<file path="src/rtl/rv32i_load_store_unit_if.sv">
// ---------------------------------------------------------------------------
// rv32i_load_store_unit_if
// Shared (von Neumann) memory bus between the load/store unit and memory.
//   mem_req    LSU -> mem  bus request, held for the whole access
//   mem_we     LSU -> mem  1 = write
//   mem_addr   LSU -> mem  word-aligned byte address
//   mem_wstrb  LSU -> mem  byte-lane write enables (0000 for reads)
//   mem_wdata  LSU -> mem  lane-replicated write data
//   mem_rdata  mem -> LSU  read data, valid while mem_ready is high
//   mem_ready  mem -> LSU  access completes in this cycle
// Modports: master (LSU side), slave (memory side).
// ---------------------------------------------------------------------------
interface rv32i_load_store_unit_if;
    logic        mem_req;
    logic        mem_we;
    logic [31:0] mem_addr;
    logic [3:0]  mem_wstrb;
    logic [31:0] mem_wdata;
    logic [31:0] mem_rdata;
    logic        mem_ready;

    modport master (
        output mem_req, mem_we, mem_addr, mem_wstrb, mem_wdata,
        input  mem_rdata, mem_ready
    );

    modport slave (
        input  mem_req, mem_we, mem_addr, mem_wstrb, mem_wdata,
        output mem_rdata, mem_ready
    );
endinterface

</file>
<file path="src/rtl/rv32i_load_store_unit.sv">
// ---------------------------------------------------------------------------
// rv32i_load_store_unit
// Multi-cycle RV32I load/store stage. Performs one byte/halfword/word access
// over the shared memory bus using a req/ready handshake and returns sign- or
// zero-extended load data with a one-cycle completion pulse.
//
// Parameters:
//   TIMEOUT_CYCLES  REQ cycles without mem_ready before a timeout error
//                   (0 disables the timeout)
// Ports:
//   clk         clock, rising edge
//   resetn      synchronous active-low reset
//   lsu_start   begin an access (sampled only while idle)
//   lsu_store   1 = store, 0 = load
//   funct3      RV32I width code
//   addr        effective address
//   store_data  rs2 value
//   mem         memory bus (master modport)
//   lsu_busy    unit is not idle
//   lsu_done    one-cycle completion pulse
//   load_data   extended load result, held until the next completion
//   lsu_err     error flag, valid with lsu_done
//   err_cause   00 none, 01 illegal funct3, 10 misaligned, 11 timeout
//
// Optional feature: define LSU_MISALIGN_TRAP_EN to trap misaligned halfword
// and word accesses (cause 10, no bus request). Undefined, halfwords ignore
// addr[0] and words ignore addr[1:0].
// ---------------------------------------------------------------------------
module rv32i_load_store_unit #(
    parameter int TIMEOUT_CYCLES = 16
) (
    input  logic                           clk,
    input  logic                           resetn,
    input  logic                           lsu_start,
    input  logic                           lsu_store,
    input  logic [2:0]                     funct3,
    input  logic [31:0]                    addr,
    input  logic [31:0]                    store_data,
    rv32i_load_store_unit_if.master        mem,
    output logic                           lsu_busy,
    output logic                           lsu_done,
    output logic [31:0]                    load_data,
    output logic                           lsu_err,
    output logic [1:0]                     err_cause
);

    localparam int CW = (TIMEOUT_CYCLES > 0) ? $clog2(TIMEOUT_CYCLES + 1) : 1;
    localparam logic [CW-1:0] TIMEOUT_LIMIT = CW'(TIMEOUT_CYCLES);

    localparam logic [1:0] CAUSE_NONE     = 2'b00;
    localparam logic [1:0] CAUSE_ILLEGAL  = 2'b01;
    localparam logic [1:0] CAUSE_MISALIGN = 2'b10;
    localparam logic [1:0] CAUSE_TIMEOUT  = 2'b11;

    typedef enum logic [1:0] {
        ST_IDLE = 2'd0,
        ST_REQ  = 2'd1,
        ST_RESP = 2'd2,
        ST_ERR  = 2'd3
    } state_t;

    state_t        state_reg, state_next;

    logic [31:0]   addr_reg;
    logic [3:0]    wstrb_reg;
    logic [31:0]   wdata_reg;
    logic          we_reg;
    logic [2:0]    funct3_reg;
    logic [1:0]    lane_reg;
    logic [CW-1:0] count_reg;
    logic [31:0]   load_data_reg;
    logic [1:0]    cause_reg;

    // ------------------------------------------------------------------
    // Request decode from the live inputs (only meaningful in IDLE)
    // ------------------------------------------------------------------
    logic [1:0]  req_width;
    logic        req_illegal;
    logic        req_misalign;
    logic [3:0]  req_wstrb;
    logic [31:0] req_wdata;

    assign req_width = funct3[1:0];

    // Loads allow 000/001/010/100/101, stores only 000/001/010.
    assign req_illegal = lsu_store ? (funct3[2] || (req_width == 2'b11))
                                   : ((req_width == 2'b11) || (funct3 == 3'b110));

`ifdef LSU_MISALIGN_TRAP_EN
    assign req_misalign = ((req_width == 2'b01) && addr[0]) ||
                          ((req_width == 2'b10) && (addr[1:0] != 2'b00));
`else
    assign req_misalign = 1'b0;
`endif

    // Per-lane strobe and write data. Halfword lanes follow addr[1] only, so
    // an odd halfword address falls back to the aligned halfword when the
    // trap is disabled.
    generate
        for (genvar gi = 0; gi < 4; gi++) begin : g_lane
            localparam logic [1:0] LANE = 2'(gi);
            localparam int         HOFS = 8 * (gi % 2);

            assign req_wstrb[gi] = !lsu_store             ? 1'b0 :
                                   (req_width == 2'b00)   ? (addr[1:0] == LANE) :
                                   (req_width == 2'b01)   ? (addr[1] == LANE[1]) :
                                                            1'b1;

            assign req_wdata[8*gi +: 8] = (req_width == 2'b00) ? store_data[7:0] :
                                          (req_width == 2'b01) ? store_data[HOFS +: 8] :
                                                                 store_data[8*gi +: 8];
        end
    endgenerate

    // ------------------------------------------------------------------
    // Load lane extraction from the latched width code and address bits
    // ------------------------------------------------------------------
    logic [31:0] byte_shift;
    logic [31:0] half_shift;
    logic [31:0] load_ext;

    assign byte_shift = mem.mem_rdata >> {lane_reg, 3'b000};
    assign half_shift = mem.mem_rdata >> {lane_reg[1], 4'b0000};

    always_comb begin
        load_ext = mem.mem_rdata;
        case (funct3_reg)
            3'b000:  load_ext = {{24{byte_shift[7]}}, byte_shift[7:0]};
            3'b001:  load_ext = {{16{half_shift[15]}}, half_shift[15:0]};
            3'b100:  load_ext = {24'd0, byte_shift[7:0]};
            3'b101:  load_ext = {16'd0, half_shift[15:0]};
            default: load_ext = mem.mem_rdata;
        endcase
    end

    // A ready in the limit cycle still completes normally because the REQ
    // branch checks mem_ready before the timeout.
    logic timeout_hit;
    assign timeout_hit = (TIMEOUT_CYCLES != 0) && (count_reg == TIMEOUT_LIMIT);

    // ------------------------------------------------------------------
    // FSM
    // ------------------------------------------------------------------
    always_ff @(posedge clk) begin
        if (!resetn) begin
            state_reg <= ST_IDLE;
        end else begin
            state_reg <= state_next;
        end
    end

    always_comb begin
        state_next = state_reg;
        case (state_reg)
            ST_IDLE: begin
                if (lsu_start) begin
                    if (req_illegal || req_misalign) begin
                        state_next = ST_ERR;
                    end else begin
                        state_next = ST_REQ;
                    end
                end
            end
            ST_REQ: begin
                if (mem.mem_ready) begin
                    state_next = ST_RESP;
                end else if (timeout_hit) begin
                    state_next = ST_ERR;
                end
            end
            ST_RESP: state_next = ST_IDLE;
            ST_ERR:  state_next = ST_IDLE;
            default: state_next = ST_IDLE;
        endcase
    end

    // ------------------------------------------------------------------
    // Datapath registers
    // ------------------------------------------------------------------
    always_ff @(posedge clk) begin
        if (!resetn) begin
            addr_reg      <= '0;
            wstrb_reg     <= '0;
            wdata_reg     <= '0;
            we_reg        <= 1'b0;
            funct3_reg    <= '0;
            lane_reg      <= '0;
            count_reg     <= '0;
            load_data_reg <= '0;
            cause_reg     <= CAUSE_NONE;
        end else begin
            case (state_reg)
                ST_IDLE: begin
                    if (lsu_start) begin
                        if (req_illegal) begin
                            cause_reg     <= CAUSE_ILLEGAL;
                            load_data_reg <= '0;
                        end else if (req_misalign) begin
                            cause_reg     <= CAUSE_MISALIGN;
                            load_data_reg <= '0;
                        end else begin
                            cause_reg  <= CAUSE_NONE;
                            addr_reg   <= {addr[31:2], 2'b00};
                            wstrb_reg  <= req_wstrb;
                            wdata_reg  <= req_wdata;
                            we_reg     <= lsu_store;
                            funct3_reg <= funct3;
                            lane_reg   <= addr[1:0];
                            count_reg  <= '0;
                        end
                    end
                end
                ST_REQ: begin
                    if (mem.mem_ready) begin
                        if (!we_reg) begin
                            load_data_reg <= load_ext;
                        end
                    end else if (timeout_hit) begin
                        cause_reg     <= CAUSE_TIMEOUT;
                        load_data_reg <= '0;
                    end else if (TIMEOUT_CYCLES != 0) begin
                        count_reg <= count_reg + 1'b1;
                    end
                end
                default: begin
                end
            endcase
        end
    end

    // ------------------------------------------------------------------
    // Outputs
    // ------------------------------------------------------------------
    assign mem.mem_req   = (state_reg == ST_REQ);
    assign mem.mem_we    = we_reg && (state_reg == ST_REQ);
    assign mem.mem_addr  = addr_reg;
    assign mem.mem_wstrb = wstrb_reg;
    assign mem.mem_wdata = wdata_reg;

    assign lsu_busy  = (state_reg != ST_IDLE);
    assign lsu_done  = (state_reg == ST_RESP) || (state_reg == ST_ERR);
    assign lsu_err   = (state_reg == ST_ERR);
    assign err_cause = (state_reg == ST_ERR) ? cause_reg : CAUSE_NONE;
    assign load_data = load_data_reg;

endmodule

</file>
<file path="src/flat_wrapper.sv">
// flat-port wrapper written by rule: the top's interface ports become plain ports
module rv32i_load_store_unit_flat 
#(
    parameter int TIMEOUT_CYCLES = 16
)
  (clk, resetn, lsu_start, lsu_store, funct3, addr, store_data, lsu_busy, lsu_done, load_data, lsu_err, err_cause, mem_mem_req, mem_mem_we, mem_mem_addr, mem_mem_wstrb, mem_mem_wdata, mem_mem_rdata, mem_mem_ready);
  rv32i_load_store_unit_if mem_i ();
  input  logic clk;
  input  logic resetn;
  input  logic lsu_start;
  input  logic lsu_store;
  input  logic [2:0] funct3;
  input  logic [31:0] addr;
  input  logic [31:0] store_data;
  output logic lsu_busy;
  output logic lsu_done;
  output logic [31:0] load_data;
  output logic lsu_err;
  output logic [1:0] err_cause;
  output wire logic [$bits(mem_i.mem_req)-1:0] mem_mem_req;
  output wire logic [$bits(mem_i.mem_we)-1:0] mem_mem_we;
  output wire logic [$bits(mem_i.mem_addr)-1:0] mem_mem_addr;
  output wire logic [$bits(mem_i.mem_wstrb)-1:0] mem_mem_wstrb;
  output wire logic [$bits(mem_i.mem_wdata)-1:0] mem_mem_wdata;
  input wire logic [$bits(mem_i.mem_rdata)-1:0] mem_mem_rdata;
  input wire logic [$bits(mem_i.mem_ready)-1:0] mem_mem_ready;
  assign mem_mem_req = mem_i.mem_req;
  assign mem_mem_we = mem_i.mem_we;
  assign mem_mem_addr = mem_i.mem_addr;
  assign mem_mem_wstrb = mem_i.mem_wstrb;
  assign mem_mem_wdata = mem_i.mem_wdata;
  assign mem_i.mem_rdata = mem_mem_rdata;
  assign mem_i.mem_ready = mem_mem_ready;
  rv32i_load_store_unit #(.TIMEOUT_CYCLES(TIMEOUT_CYCLES)) u_core (.clk(clk), .resetn(resetn), .lsu_start(lsu_start), .lsu_store(lsu_store), .funct3(funct3), .addr(addr), .store_data(store_data), .mem(mem_i), .lsu_busy(lsu_busy), .lsu_done(lsu_done), .load_data(load_data), .lsu_err(lsu_err), .err_cause(err_cause));
endmodule
</file>
<file path="config.mk">
export PLATFORM = sky130hd
export DESIGN_NAME = rv32i_load_store_unit_flat
export DESIGN_NICKNAME = d
export VERILOG_FILES = /design/src/rtl/rv32i_load_store_unit_if.sv /design/src/rtl/rv32i_load_store_unit.sv /design/src/flat_wrapper.sv
export SDC_FILE = /design/constraint.sdc
export NUM_CORES = 1
export LEC_CHECK = 0
export BUFFER_PORTS_ARGS = -buffer_cell sky130_fd_sc_hd__buf_2
export CAP_MARGIN = 30
export CORE_ASPECT_RATIO = 1.25
export CORE_MARGIN = 2
export CORE_UTILIZATION = 38
export CTS_BUF_LIST = sky130_fd_sc_hd__clkbuf_2 sky130_fd_sc_hd__clkbuf_4 sky130_fd_sc_hd__clkbuf_8
export CTS_CLUSTER_DIAMETER = 30
export DETAILED_ROUTE_END_ITERATION = 12
export PLACE_DENSITY = 0.69
export SLEW_MARGIN = 20
export SYNTH_ARGS = -nofsm -noshare
export SYNTH_HDL_FRONTEND = slang
export SYNTH_SLANG_ARGS = --single-unit
</file>
<file path="constraint.sdc">
create_clock -name clk -period 4.59 [get_ports clk]
set_input_delay 0.459 -clock clk [delete_from_list [all_inputs] [get_ports clk]]
set_output_delay 0.459 -clock clk [all_outputs]
set_load 0.02 [all_outputs]
</file>
# After elaboration in Yosys (flattened, before gate mapping)

Cells that the tools add are included.
W data, S select, Z words.

Bits in registers: 113
Input bits: 104
Output and inout port bits: 107
Logic and storage cells: 90

Add/sub/neg operators: 1
Equality and inequality tests: 21
Shifts and indexed selects: 2
Multiplexer cells: 38
Bitwise gates (word level): 2
Reductions and logical operators: 16

Operators with widths:

| operator              | count |
|---|---|
| $mux W32              | 5 |
| $pmux W32 S4          | 1 |
| $pmux W32 S2          | 1 |
| $mux W8               | 5 |
| $shr A32 B5 Y16       | 1 |
| $shr A32 B5 Y8        | 1 |
| $mux W5               | 4 |
| $mux W2               | 7 |
| $mux W1               | 12 |
| $eq A2 B2 Y1 const B  | 5 |
| $pmux W5 S2           | 1 |
| $reduce_and A5 Y1     | 2 |
| $eq A3 B3 Y1 const B  | 3 |
| $ne A2 B2 Y1 const B  | 4 |
| $eq A2 B1 Y1 const B  | 3 |
| $logic_not A2 Y1      | 3 |
| $pmux W2 S3           | 1 |
| $add A5 B1 Y5 const B | 1 |
| $eq A5 B5 Y1 const B  | 1 |
| $ne A2 B1 Y1 const B  | 2 |
| $pmux W2 S2           | 1 |
| $reduce_and A4 Y1     | 1 |
| $reduce_bool A2 Y1    | 2 |
| $eq A3 B1 Y1 const B  | 1 |
| 9 further kinds       | 12 |

# Depth between registers and ports, before layout

Gate-level depths: netlist of the first run.

Word-level depth: 6
Mapped depth: 8
Depth with buffers taken out: 6

# Worst setup path before layout of the first run

No wires, ideal clock.

Path type: input -> register
From: input lsu_store
To: register u_core.wdata_reg[20], in the netlist u_core.mem.mem_wdata[20]
Setup time: 0.116 ns
Data arrival time: 1.624 ns
Required time: 4.474 ns
Setup slack: 2.850 ns
Stages: 8
Path buffers: 4
Path through: buf_2 > o21ai_1 > and4_1 > buf_2 > buf_2 > buf_2 > nand2_1 > o211a_1

Cells in the longest elaborated chain, start to end: 3

Ends and longest elaborated chain:

| what                               | RTL line                     | source |
|---|---|---|
| start: declaration                 | flat_wrapper.sv:11           | `input logic lsu_store;` |
| $mux W1                            | rv32i_load_store_unit.sv:86  | `assign req_illegal = lsu_store ? (funct3[2] \|\| (req_width == 2'b11))` |
| $not A1 Y1 (no source line)        | -                            |  |
| $reduce_and A3 Y1 (no source line) | -                            |  |
| end signal: assignment             | rv32i_load_store_unit.sv:205 | `wdata_reg <= req_wdata;` |
| end: declaration                   | rv32i_load_store_unit.sv:66  | `logic [31:0] wdata_reg;` |

No other way between the ends.
A chain may end at the register's enable or synchronous reset.

# Final worst setup path of the first run

From: input funct3[1]
To: register u_core.wdata_reg[6], in the netlist u_core.mem.mem_wdata[6]

Cells in the longest elaborated chain, start to end: 5
Elaborated cells between the ends (all ways): 7
Classes of those cells: eq/ne (2); mux (1); bitwise (1); reduce/logical (3)

Ends and longest elaborated chain:

| what                                                | RTL line                                                 | source |
|---|---|---|
| start: declaration                                  | flat_wrapper.sv:12                                       | `input logic [2:0] funct3;` |
| $eq A3 B3 Y1 / $eq A2 B2 Y1 (equally long branches) | rv32i_load_store_unit.sv:87, rv32i_load_store_unit.sv:86 |  |
| $logic_or A1 B1 Y1, on equally long branches        | rv32i_load_store_unit.sv:87, rv32i_load_store_unit.sv:86 |  |
| $mux W1 (*)                                         | rv32i_load_store_unit.sv:86                              |  |
| $not A1 Y1 (no source line) (*)                     | -                                                        |  |
| $reduce_and A3 Y1 (no source line) (*)              | -                                                        |  |

Mark *: on every way between the ends. The rest lies on a longest branch, timed or not.

==> metrics.txt, run 1 <==
# TYPE chip_impl_metric gauge
chip_impl_metric{name="fmax",unit="GHz"} 0.445
chip_impl_info{name="clock_tree_from_tritoncts",value="yes"} 1
chip_impl_metric{name="switching_power",unit="W"} 0.000704
chip_impl_info{name="crit_path_cell_trace",value="buf_2, nand2_1, nand4_1, buf_4, nand2_1, a21boi_0"} 1
chip_impl_metric{name="yosys.cell_types.count",unit=""} 52
chip_impl_info{name="yosys_most_used_dff",value="sky130_fd_sc_hd__dfxtp_1"} 1
chip_impl_metric{name="post_drt_via_cell_ratio",unit=""} 5.09
chip_impl_metric{name="synth_top_cell_area_share",unit="%"} 42.6
chip_impl_metric{name="clkPwrFrac",unit="%"} 43.3
chip_impl_metric{name="cts-root-to-sink-buffers",unit=""} 2
chip_impl_metric{name="final_cell_count_no_fill",unit=""} 999
chip_impl_info{name="synth_commonest_cells",value="153 x sky130_fd_sc_hd__nand2_1, 113 x sky130_fd_sc_hd__dfxtp_1, 57 x sky130_fd_sc_hd__a21boi_0, 28 x sky130_fd_sc_hd__clkbuf_1, 27 x sky130_fd_sc_hd__o21ai_0"} 1
chip_impl_metric{name="layout.area.seq",unit="sq um"} 2260
chip_impl_metric{name="ios",unit=""} 211
chip_impl_metric{name="cts.hold.buffers_added",unit=""} 0
chip_impl_metric{name="maxSlewViolCount",unit=""} 0
chip_impl_metric{name="hold_violations",unit=""} 0
chip_impl_metric{name="number_of_global_route_vias_before_repair",unit=""} 4793
chip_impl_metric{name="p_leak",unit="nW"} 3.23
chip_impl_info{name="path_common_cell",value="sky130_fd_sc_hd__nand2_1"} 1
chip_impl_info{name="run_status",value="completed"} 1
chip_impl_metric{name="drc",unit=""} 0
chip_impl_metric{name="worst-slew-pin-transition",unit="ns"} 0.790
chip_impl_metric{name="ant_nets",unit=""} 0
chip_impl_metric{name="grt_antenna_before_repair",unit=""} 0
chip_impl_metric{name="worst_skew_pair.late_latency",unit="ns"} 0.43
chip_impl_metric{name="grt_first_pass_wirelength",unit="microns"} 24100
chip_impl_info{name="critical_path_class",value="in -> reg"} 1
chip_impl_info{name="worstSetupStartpointType",value="primary input"} 1
chip_impl_metric{name="synth-seq-area-share",unit="%"} 42.6
chip_impl_metric{name="routed_vias",unit=""} 5087
chip_impl_metric{name="critical_path_arrival",unit="ns"} 2.59
chip_impl_metric{name="postRouteWirelength",unit="microns"} 15600
chip_impl_metric{name="power.internal",unit="W"} 0.00186
chip_impl_metric{name="syn-mean-instance-area",unit="sq um"} 8.45
chip_impl_metric{name="layout-drive-gt1-share",unit="%"} 30.7
chip_impl_metric{name="wl_per_cell",unit="microns"} 15.7
chip_impl_metric{name="timing.max_slew.rel_slack",unit="%"} 47.2
chip_impl_info{name="hold_path.class",value="in -> reg"} 1
chip_impl_info{name="post_synth_main_area_contributors",value="sky130_fd_sc_hd__dfxtp_1 43%, sky130_fd_sc_hd__nand2_1 11%, sky130_fd_sc_hd__a21boi_0 8.1%"} 1
chip_impl_metric{name="power.density_cell_area",unit="nW/um^2"} 372
chip_impl_metric{name="timing.setup.tns",unit="ns"} 0
chip_impl_metric{name="drt_pre_antenna_iters",unit=""} 4
chip_impl_metric{name="drv.max_cap_violation_count",unit=""} 0
chip_impl_metric{name="grt_start_max_net_pins",unit=""} 86
chip_impl_metric{name="worst_ep_required_time",unit="ns"} 4.93
chip_impl_metric{name="ys_ff_latch",unit=""} 113
chip_impl_metric{name="clkSinkCount",unit=""} 113
chip_impl_metric{name="multiInputGateArea",unit="sq um"} 2770
chip_impl_metric{name="synth_edf_count",unit=""} 0
chip_impl_metric{name="post_cts_resized",unit=""} 0
chip_impl_metric{name="core",unit="sq um"} 13800
chip_impl_metric{name="n_fill_cell",unit=""} 1404
chip_impl_metric{name="placement_rows",unit=""} 48
chip_impl_metric{name="critical_path.max_stage_delay",unit="ns"} 0.59
chip_impl_metric{name="pwr-share-seq",unit="%"} 41.5
chip_impl_metric{name="setup_viol_count_final",unit=""} 0
chip_impl_info{name="timing.critical_path.slowest_stage_cell",value="sky130_fd_sc_hd__buf_2"} 1
chip_impl_metric{name="global_route.usage.total",unit="%"} 21.0
chip_impl_info{name="rsz0062_at_grt",value="no"} 1
chip_impl_metric{name="p_total",unit="W"} 0.00256
chip_impl_metric{name="first_iter_violations",unit=""} 265
chip_impl_metric{name="hold_slack",unit="ns"} 0.273
chip_impl_metric{name="ir_drop",unit="mV"} 0.254
chip_impl_metric{name="ys_async_sr_fraction",unit="%"} 0
chip_impl_metric{name="comb_power_share",unit="%"} 15.2
chip_impl_metric{name="clkSlewWorstSetupHoldPaths",unit="ns"} 0.08
chip_impl_info{name="yosysMostFrequentCell",value="sky130_fd_sc_hd__nand2_1"} 1
chip_impl_metric{name="tritoncts.num_buffers",unit=""} 17
chip_impl_metric{name="total_die_area",unit="sq um"} 15000
chip_impl_metric{name="final.setup_skew",unit="ns"} 0.00747
chip_impl_metric{name="globalplace.congestion",unit=""} 0.811
chip_impl_metric{name="timing.final.crit_share",unit="%"} 49.0
chip_impl_metric{name="initial_utilization",unit="%"} 38.6
chip_impl_metric{name="yosysWarnings",unit=""} 0
chip_impl_metric{name="width_of_the_chip",unit="microns"} 110
chip_impl_metric{name="synth_area",unit="sq um"} 5320
chip_impl_metric{name="post_cts.repair.setup_buffers",unit=""} 0
chip_impl_metric{name="gr-total-overflow",unit=""} 0
chip_impl_metric{name="areaGrowthSynthToFinish",unit="%"} 29.6
chip_impl_info{name="synthDominantAreaCellType",value="sky130_fd_sc_hd__dfxtp_1"} 1
chip_impl_metric{name="finalCoreUtilization",unit="%"} 50.1
chip_impl_info{name="timing.critical_path.to_type",value="flop"} 1
chip_impl_metric{name="finish.net_count",unit=""} 917
chip_impl_metric{name="hpwl",unit="microns"} 11300
chip_impl_metric{name="place.detailed.instances",unit=""} 966
chip_impl_metric{name="cts_htree_levels",unit=""} 4
chip_impl_metric{name="fin_crit",unit="ns"} 2.25
chip_impl_metric{name="crit_path_max_fanout",unit=""} 51
chip_impl_info{name="cts-root-buf",value="sky130_fd_sc_hd__clkbuf_8"} 1
chip_impl_metric{name="floorplan.die.height",unit="microns"} 136
chip_impl_metric{name="number_of_buffers_added_on_ports",unit=""} 208
chip_impl_metric{name="sw_frac_of_total",unit="%"} 27.5
chip_impl_metric{name="netlist_instances",unit=""} 629
worst max-delay path, delay by kind of cell:
kind | cells | cell delay [ns]
AO/OA/AOI/OAI | 1 | 0.20
AND/OR/NAND/NOR | 3 | 0.76
buffers and inverters | 2 | 1.13
power by group through the flow:
| stage | registers (W) | clock network, W | logic (W) |
|---|---|---|---|
| 3_5_place_dp | 0.00109 | 0 | 0.000389 |
| 3_3_place_gp | 0.00108 | 0 | 0.000383 |
| 4_1_cts | 0.00106 | 0.00114 | 0.000390 |
| 6_report | 0.00106 | 0.00111 | 0.000389 |
| 5_1_grt | 0.00107 | 0.00117 | 0.000430 |
| 2_1_floorplan | 0.00113 | 0 | 0.000198 |
area by class of cell:
type | instances | share of cell area [%]
tap | 175 | 3.18
clock inverter | 12 | 3.00
clock buffer | 19 | 3.80
inverter | 15 | 0.817
timing repair buffer | 215 | 16.2
sequential | 113 | 32.8
multi-input combinational | 449 | 40.2
antenna | 1 | 0.0363
through the flow:
| step | cell area, sq um | setup WS, ns |
|---|---|---|
| 2_1_floorplan | 5320 | 2.85 |
| 4_1_cts | 6860 | 2.19 |
| 3_5_place_dp | 6390 | 1.76 |
| 3_3_place_gp | 6380 | 1.85 |
| 5_1_grt | 6890 | 2.09 |
| 6_report | 6890 | 2.34 |
worst paths after layout:
kind                                     start                                   end  slack [ns]  cells past startpoint
min reg2reg   u_core.load_data[4]$_SDFFE_PN0P_      u_core.load_data[4]$_SDFFE_PN0P_        0.46                      2
max                                  funct3[1]  u_core.mem.mem_wdata[6]$_SDFFE_PN0P_        2.34                      6
max reg2reg  u_core.funct3_reg[1]$_SDFFE_PN0P_      u_core.load_data[3]$_SDFFE_PN0P_        2.39                      5
min                                    addr[3]   u_core.mem.mem_addr[3]$_SDFFE_PN0P_        0.27                      3
logic make-up (layout without fill, tap and decap cells):
family / after synthesis / in the layout / share of synthesized area [%]
other: 1 / 3 / 0.0706
muxes: 28 / 28 / 5.53
buffers and inverters: 68 / 261 / 5.60
AOI/OAI and AO/OA: 176 / 176 / 25.1
and+or+nand+nor: 241 / 241 / 20.7
adders and majority gates: 2 / 2 / 0.471
DFF: 113 / 113 / 42.6
layer usage:
| layer | vias to the layer above | global-route usage [%] | routed length (microns) |
|---|---|---|---|
| li1 | 2555 | - | - |
| met1 | 2327 | 23.9 | 6260 |
| met2 | 196 | 35.0 | 7730 |
| met3 | 9 | 8.87 | 1490 |
| met4 | 0 | 6.75 | 149 |
| met5 | - | 0 | 0 |
layout by cell type (no fill, tap or decap), drive strengths merged, types with 8 or more instances in the layout:
master / count
clkbuf: 19
a21oi: 15
o21ai: 28
o211a: 16
nand2b: 27
mux2i: 26
inv: 15
a21boi: 58
nand3: 12
dfxtp: 113
a22o: 23
nand2: 153
o211ai: 10
nor2: 18
buf: 215
nor3b: 8
No activity file was read; power rests on OpenSTA's default activity.
==> run 2: changes to the inputs <==
--- a/config.mk
+++ b/config.mk
@@ -13,7 +13,7 @@
 export CTS_BUF_LIST = sky130_fd_sc_hd__clkbuf_2 sky130_fd_sc_hd__clkbuf_4 sky130_fd_sc_hd__clkbuf_8
 export CTS_CLUSTER_DIAMETER = 30
 export DETAILED_ROUTE_END_ITERATION = 12
-export PLACE_DENSITY = 0.69
+export PLACE_DENSITY = 0.72
 export SLEW_MARGIN = 20
 export SYNTH_ARGS = -nofsm -noshare
 export SYNTH_HDL_FRONTEND = slang
==> constraint.sdc (replaced) <==
create_clock -name clk -period 1.85 [get_ports clk]
set_input_delay 0.185 -clock clk [delete_from_list [all_inputs] [get_ports clk]]
set_output_delay 0.185 -clock clk [all_outputs]
set_load 0.02 [all_outputs]
==> metrics.txt, run 2 (same netlist as run 1, synthesis figures left out) <==
# TYPE chip_impl_metric gauge
chip_impl_metric{name="crit_path_max_fanout",unit=""} 24
chip_impl_metric{name="multiInputGateArea",unit="sq um"} 2760
chip_impl_info{name="timing.critical_path.to_type",value="flop"} 1
chip_impl_metric{name="grt.met2_usage",unit="%"} 36.6
chip_impl_info{name="clock_tree_from_tritoncts",value="yes"} 1
chip_impl_metric{name="clkSlewWorstSetupHoldPaths",unit="ns"} 0.08
chip_impl_metric{name="fmax",unit="GHz"} 0.590
chip_impl_info{name="mostFrequentLayoutCell",value="sky130_fd_sc_hd__buf_2"} 1
chip_impl_metric{name="ir_drop",unit="mV"} 0.587
chip_impl_metric{name="ios",unit=""} 211
chip_impl_metric{name="crit_buf_inv",unit=""} 2
chip_impl_metric{name="tritoncts.num_buffers",unit=""} 17
chip_impl_metric{name="global_route.usage.total",unit="%"} 21.5
chip_impl_metric{name="first_iter_violations",unit=""} 260
chip_impl_metric{name="layout.area.seq",unit="sq um"} 2260
chip_impl_metric{name="setup_slack",unit="ns"} 0.156
chip_impl_metric{name="total_die_area",unit="sq um"} 15000
chip_impl_info{name="critical_path_class",value="reg -> reg"} 1
chip_impl_metric{name="n_fill_cell",unit=""} 1275
chip_impl_metric{name="power.internal",unit="W"} 0.00451
chip_impl_metric{name="placement_rows",unit=""} 48
chip_impl_metric{name="hpwl",unit="microns"} 11400
chip_impl_metric{name="routed_vias",unit=""} 5327
chip_impl_metric{name="grtUsageMet3",unit="%"} 8.44
chip_impl_metric{name="globalplace.congestion",unit=""} 0.823
chip_impl_info{name="worstSetupStartpointType",value="flop"} 1
chip_impl_info{name="run_status",value="completed"} 1
chip_impl_metric{name="ant_nets",unit=""} 0
chip_impl_metric{name="width_of_the_chip",unit="microns"} 110
chip_impl_metric{name="p_leak",unit="nW"} 3.41
chip_impl_metric{name="final.setup_skew",unit="ns"} 0.0114
chip_impl_metric{name="worst_skew_pair.late_latency",unit="ns"} 0.44
chip_impl_metric{name="gr-usage-met1",unit="%"} 23.7
chip_impl_metric{name="clkSinkCount",unit=""} 113
chip_impl_metric{name="timing.setup.tns",unit="ns"} 0
chip_impl_info{name="timing.critical_path.slowest_stage_cell",value="sky130_fd_sc_hd__dfxtp_1"} 1
chip_impl_info{name="most_frequent_cells_in_the_layout",value="208 x sky130_fd_sc_hd__buf_2, 153 x sky130_fd_sc_hd__nand2_1, 113 x sky130_fd_sc_hd__dfxtp_1, 57 x sky130_fd_sc_hd__a21boi_0, 28 x sky130_fd_sc_hd__dlygate4sd3_1"} 1
chip_impl_metric{name="timing.max_slew.rel_slack",unit="%"} 58.1
chip_impl_info{name="cts-root-buf",value="sky130_fd_sc_hd__clkbuf_8"} 1
chip_impl_metric{name="number_of_buffers_added_on_ports",unit=""} 208
chip_impl_metric{name="dpl_worst_slack",unit="ns"} 0.0658
chip_impl_metric{name="critical_path_arrival",unit="ns"} 2.02
chip_impl_metric{name="wl_per_cell",unit="microns"} 15.5
chip_impl_metric{name="drc",unit=""} 0
chip_impl_info{name="grt.busiest_layer",value="met2"} 1
chip_impl_metric{name="post_cts_resized",unit=""} 0
chip_impl_metric{name="finish.net_count",unit=""} 962
chip_impl_metric{name="cts-root-to-sink-buffers",unit=""} 2
chip_impl_metric{name="setup_viol_count_final",unit=""} 0
chip_impl_info{name="crit_path_cell_trace",value="inv_1, a221oi_2, a21boi_2, buf_4, a22o_1"} 1
chip_impl_info{name="hold_path.class",value="in -> reg"} 1
chip_impl_metric{name="gr-total-overflow",unit=""} 0
chip_impl_metric{name="drv.max_cap_violation_count",unit=""} 0
chip_impl_metric{name="switching_power",unit="W"} 0.00179
chip_impl_metric{name="post_drt_via_cell_ratio",unit=""} 5.10
chip_impl_metric{name="floorplan.die.height",unit="microns"} 136
chip_impl_metric{name="hold_violations",unit=""} 0
chip_impl_metric{name="cts_htree_levels",unit=""} 4
chip_impl_metric{name="drt_pre_antenna_iters",unit=""} 5
chip_impl_metric{name="worst-slew-pin-transition",unit="ns"} 0.625
chip_impl_metric{name="maxSlewViolCount",unit=""} 0
chip_impl_info{name="cp_top_family",value="compound AO/OA/AOI/OAI gates"} 1
chip_impl_metric{name="grt_start_max_net_pins",unit=""} 55
chip_impl_metric{name="power.density_cell_area",unit="nW/um^2"} 866
chip_impl_metric{name="pwr-share-seq",unit="%"} 41.8
chip_impl_metric{name="grt_antenna_before_repair",unit=""} 1
chip_impl_info{name="rsz0062_at_grt",value="no"} 1
chip_impl_metric{name="number_of_global_route_vias_before_repair",unit=""} 5134
chip_impl_metric{name="initial_utilization",unit="%"} 38.6
chip_impl_metric{name="clkPwrFrac",unit="%"} 41.5
chip_impl_metric{name="postRouteWirelength",unit="microns"} 16100
chip_impl_metric{name="areaGrowthSynthToFinish",unit="%"} 36.7
chip_impl_metric{name="sw_frac_of_total",unit="%"} 28.4
chip_impl_metric{name="worst_ep_required_time",unit="ns"} 2.18
chip_impl_metric{name="grt_first_pass_wirelength",unit="microns"} 25000
chip_impl_metric{name="layout-drive-gt1-share",unit="%"} 31.2
chip_impl_metric{name="comb_power_share",unit="%"} 16.7
chip_impl_metric{name="core",unit="sq um"} 13800
chip_impl_metric{name="critical_path.max_stage_delay",unit="ns"} 0.48
chip_impl_metric{name="timing.final.crit_share",unit="%"} 91.5
chip_impl_metric{name="fin_crit",unit="ns"} 1.69
## run 2: worst min-delay path, delay by kind of cell
kind | cells | cell delay (ns)
AO/OA/AOI/OAI | 1 | 0.07
buffers and inverters | 1 | 0.12
AND/OR/NAND/NOR | 1 | 0.05
## run 2: cell type report
type	instances	area share, %
diodes	1	0.0344
flip-flops and latches	113	31.1
multi-input cells	449	38.0
well taps	175	3.01
clock inverters	12	2.53
repair buffers	260	21.0
inverters	15	0.775
clock buffers	20	3.53
## run 2: per-layer routing
| layer | vias up | part of all wire, % | wire (microns) |
|---|---|---|---|
| met5 | - | 0.068 | 11 |
| met3 | 26 | 9.3 | 1490 |
| met4 | 2 | 2.2 | 348 |
| li1 | 2645 | - | - |
| met1 | 2433 | 40 | 6490 |
| met2 | 221 | 48 | 7810 |
## run 2: final timing paths
check	start	endpoint	slack, ns	cells past startpoint
worst max-delay path	u_core.state_reg[0]$_SDFFE_PN0P_	u_core.load_data[9]$_SDFFE_PN0P_	0.16	5
worst min-delay path	store_data[4]	u_core.mem.mem_wdata[4]$_SDFFE_PN0P_	0.03	3
worst max register to register	u_core.state_reg[0]$_SDFFE_PN0P_	u_core.load_data[9]$_SDFFE_PN0P_	0.16	5
worst min register to register	u_core.load_data[0]$_SDFFE_PN0P_	u_core.load_data[0]$_SDFFE_PN0P_	0.46	2
## run 2: repair_timing
item / CTS / global route
endpoints found under the hold margin: 28 / 0
setup endpoints to repair: 0 / 16
buffers inserted: 0 / 1
hold buffers: 28 / 0
## run 2: power by group through the flow
stage	sequential [W]	combinational, W	clock (W)
3_5_place_dp	0.00268	0.00100	0
3_3_place_gp	0.00268	0.000995	0
5_1_grt	0.00264	0.00115	0.00276
6_report	0.00263	0.00105	0.00261
2_1_floorplan	0.00280	0.000490	0
4_1_cts	0.00263	0.00105	0.00265
## run 2: stage by stage
stage               instances  util [%]  power, W  hold slack, ns  cell area, sq um
finish                   1045      52.8   0.00629          0.0281              7270
global route             1044      52.8   0.00656         0.00477              7270
CTS                      1043      52.7   0.00633         0.00504              7250
detailed placement        983      47.4   0.00368           0.442              6530
global placement          983      47.4   0.00367           0.434              6530
floorplan                 630         -   0.00329           0.330              5320
==> run 3: changes to the inputs <==
--- a/config.mk
+++ b/config.mk
@@ -9,11 +9,11 @@
 export CAP_MARGIN = 30
 export CORE_ASPECT_RATIO = 1.25
 export CORE_MARGIN = 2
-export CORE_UTILIZATION = 38
+export CORE_UTILIZATION = 32
 export CTS_BUF_LIST = sky130_fd_sc_hd__clkbuf_2 sky130_fd_sc_hd__clkbuf_4 sky130_fd_sc_hd__clkbuf_8
 export CTS_CLUSTER_DIAMETER = 30
 export DETAILED_ROUTE_END_ITERATION = 12
-export PLACE_DENSITY = 0.72
+export PLACE_DENSITY_LB_ADDON = 0.05
 export SLEW_MARGIN = 20
 export SYNTH_ARGS = -nofsm -noshare
 export SYNTH_HDL_FRONTEND = slang
==> constraint.sdc (replaced) <==
create_clock -name clk -period 1.85 [get_ports clk]
set_input_delay 0.0925 -clock clk [delete_from_list [all_inputs] [get_ports clk]]
set_output_delay 0.0925 -clock clk [all_outputs]
set_load 0.02 [all_outputs]
==> metrics.txt, run 3 (same netlist as run 1, synthesis figures left out) <==
# TYPE chip_impl_metric gauge
chip_impl_metric{name="core",unit="sq um"} 16200
chip_impl_info{name="rsz0062_at_grt",value="no"} 1
chip_impl_metric{name="drt_pre_antenna_iters",unit=""} 4
chip_impl_metric{name="ios",unit=""} 211
chip_impl_metric{name="hold_violations",unit=""} 0
chip_impl_metric{name="gr-total-overflow",unit=""} 0
chip_impl_metric{name="timing.setup.tns",unit="ns"} 0
chip_impl_metric{name="timing.final.crit_share",unit="%"} 94.3
chip_impl_info{name="run_status",value="completed"} 1
chip_impl_info{name="timing.critical_path.to_type",value="flop"} 1
chip_impl_metric{name="crit_cells",unit=""} 4
chip_impl_info{name="cp_top_family",value="multiplexers"} 1
chip_impl_metric{name="routed_vias",unit=""} 5456
chip_impl_metric{name="post_drt_via_cell_ratio",unit=""} 4.84
chip_impl_metric{name="grt_start_max_net_pins",unit=""} 68
chip_impl_metric{name="number_of_global_route_vias_before_repair",unit=""} 5549
chip_impl_metric{name="timing.max_slew.rel_slack",unit="%"} 46.3
chip_impl_metric{name="areaGrowthSynthToFinish",unit="%"} 46.3
chip_impl_info{name="clock_tree_from_tritoncts",value="yes"} 1
chip_impl_metric{name="width_of_the_chip",unit="microns"} 119
chip_impl_metric{name="setup_viol_count_final",unit=""} 0
chip_impl_metric{name="drv.max_cap_violation_count",unit=""} 0
chip_impl_metric{name="grt_antenna_before_repair",unit=""} 1
chip_impl_metric{name="insertedDiodeCount",unit=""} 0
chip_impl_metric{name="floorplan.die.height",unit="microns"} 148
chip_impl_metric{name="final.setup_skew",unit="ns"} 0.00890
chip_impl_metric{name="critical_path.max_stage_delay",unit="ns"} 0.57
chip_impl_metric{name="clkSlewWorstSetupHoldPaths",unit="ns"} 0.07
chip_impl_info{name="mostFrequentLayoutCell",value="sky130_fd_sc_hd__buf_2"} 1
chip_impl_metric{name="global_route.usage.total",unit="%"} 19.8
chip_impl_metric{name="grt_first_pass_wirelength",unit="microns"} 27600
chip_impl_info{name="critical_path_class",value="reg -> reg"} 1
chip_impl_metric{name="fmax",unit="GHz"} 0.573
chip_impl_metric{name="final_design_area_no_fill",unit="sq um"} 7780
chip_impl_metric{name="ant_nets",unit=""} 0
chip_impl_info{name="most_frequent_cells_in_the_layout",value="208 x sky130_fd_sc_hd__buf_2, 153 x sky130_fd_sc_hd__nand2_1, 113 x sky130_fd_sc_hd__dfxtp_1, 69 x sky130_fd_sc_hd__dlygate4sd3_1, 57 x sky130_fd_sc_hd__a21boi_0"} 1
chip_impl_metric{name="worst_ep_required_time",unit="ns"} 2.18
chip_impl_metric{name="ir_drop",unit="mV"} 0.331
chip_impl_metric{name="maxSlewViolCount",unit=""} 0
chip_impl_metric{name="wl_per_cell",unit="microns"} 15.6
chip_impl_metric{name="place_area",unit="sq um"} 6650
chip_impl_metric{name="initial_utilization",unit="%"} 32.8
chip_impl_metric{name="crit_buf_inv",unit=""} 0
chip_impl_metric{name="critical_path_arrival",unit="ns"} 2.08
chip_impl_info{name="crit_start",value="u_core.lane_reg[1]$_SDFFE_PN0P_"} 1
chip_impl_metric{name="clkSinkCount",unit=""} 113
chip_impl_info{name="worstSetupStartpointType",value="flop"} 1
chip_impl_metric{name="placement_rows",unit=""} 52
chip_impl_metric{name="finish.net_count",unit=""} 1005
chip_impl_metric{name="fin_crit",unit="ns"} 1.74
chip_impl_metric{name="number_of_buffers_added_on_ports",unit=""} 208
chip_impl_metric{name="worst_skew_pair.late_latency",unit="ns"} 0.44
chip_impl_metric{name="first_iter_violations",unit=""} 234
chip_impl_metric{name="p_leak",unit="nW"} 3.59
chip_impl_metric{name="cts-root-to-sink-buffers",unit=""} 2
chip_impl_metric{name="layout-drive-gt1-share",unit="%"} 30.0
chip_impl_metric{name="finalCoreUtilization",unit="%"} 48.0
chip_impl_info{name="hold_start",value="mem_mem_rdata[23]"} 1
chip_impl_metric{name="worst-slew-pin-transition",unit="ns"} 0.804
chip_impl_metric{name="cts_htree_levels",unit=""} 4
chip_impl_info{name="crit_path_cell_trace",value="mux4_2, a211oi_1, nor2_2, a22o_1"} 1
chip_impl_metric{name="min_path_cells",unit=""} 3
chip_impl_info{name="hold_path.class",value="in -> reg"} 1
chip_impl_metric{name="power.density_cell_area",unit="nW/um^2"} 800
chip_impl_metric{name="crit_path_max_fanout",unit=""} 7
chip_impl_info{name="reg2reg_from",value="u_core.lane_reg[1]$_SDFFE_PN0P_"} 1
chip_impl_metric{name="tritoncts.num_buffers",unit=""} 17
chip_impl_metric{name="postRouteWirelength",unit="microns"} 17500
chip_impl_metric{name="globalplace.congestion",unit=""} 0.792
chip_impl_metric{name="hold_slack",unit="ns"} 0.0260
chip_impl_metric{name="drc",unit=""} 0
chip_impl_info{name="timing.critical_path.slowest_stage_cell",value="sky130_fd_sc_hd__mux4_2"} 1
chip_impl_metric{name="p_total",unit="W"} 0.00622
chip_impl_metric{name="total_die_area",unit="sq um"} 17700
chip_impl_info{name="cts-root-buf",value="sky130_fd_sc_hd__clkbuf_8"} 1
chip_impl_metric{name="worst-r2r-cell-count",unit=""} 4
chip_impl_metric{name="hpwl",unit="microns"} 12900
run 3: cell types whose count changed in the layout (fill, tap and decap cells not counted), moves of 2 or more:
cell,change
sky130_fd_sc_hd__buf_4,-3
sky130_fd_sc_hd__dlygate4sd3_1,+41
sky130_fd_sc_hd__clkinv_4,-3
sky130_fd_sc_hd__clkinv_2,+2
sky130_fd_sc_hd__buf_12,+5
sky130_fd_sc_hd__clkinvlp_4,+2
run 3: where the power goes:
part           internal [W]  switching (W)  total, W
Clock               0.00136        0.00107   0.00243
Sequential          0.00256      0.0000721   0.00263
Combinational      0.000514       0.000647   0.00116
run 3: per-layer routing:
layer	share of wire, %	GRT usage (%)
met1	39	20.6
met2	51	36.3
met3	7.2	6.56
met4	2.4	8.33
met5	0.074	0
run 3: what timing repair did:
action                     in CTS  in global routing
hold buffers                   69                  0
setup endpoints to repair       0                 23
setup buffers                   0                  1
hold endpoints to repair       71                  0
gates resized for setup         0                  1
run 3: layout make-up:
type / instances / area, sq um
repair buffers: 303 / 2010
flip-flops and latches: 113 / 2260
clock buffers: 19 / 249
clock inverters: 13 / 161
fillers: 1611 / 8420
well taps: 216 / 270
inverters: 15 / 56.3
multi-input cells: 449 / 2760
run 3: stage by stage:
| stage | setup WS [ns] | cells |
|---|---|---|
| 3_5_place_dp | 0.0107 | 1026 |
| 3_3_place_gp | 0.0709 | 1026 |
| 2_1_floorplan | 0.231 | 630 |
| 4_1_cts | 0.0143 | 1127 |
| 5_1_grt | 0.0265 | 1128 |
| 6_report | 0.106 | 1128 |
run 3: worst paths after layout:
check	endpoint	slack, ns
setup / recovery	u_core.load_data[14]$_SDFFE_PN0P_	0.11
hold / removal	u_core.load_data[23]$_SDFFE_PN0P_	0.03
setup reg to reg	u_core.load_data[14]$_SDFFE_PN0P_	0.11
hold reg to reg	u_core.mem.mem_addr[2]$_SDFFE_PN0P_	0.46
run 3: tightest hold or removal path, delay by kind of cell:
| family | cells | cell delay, ns |
|---|---|---|
| simple gates | 1 | 0.11 |
| buf+inv | 1 | 0.12 |
| compound gates | 1 | 0.12 |
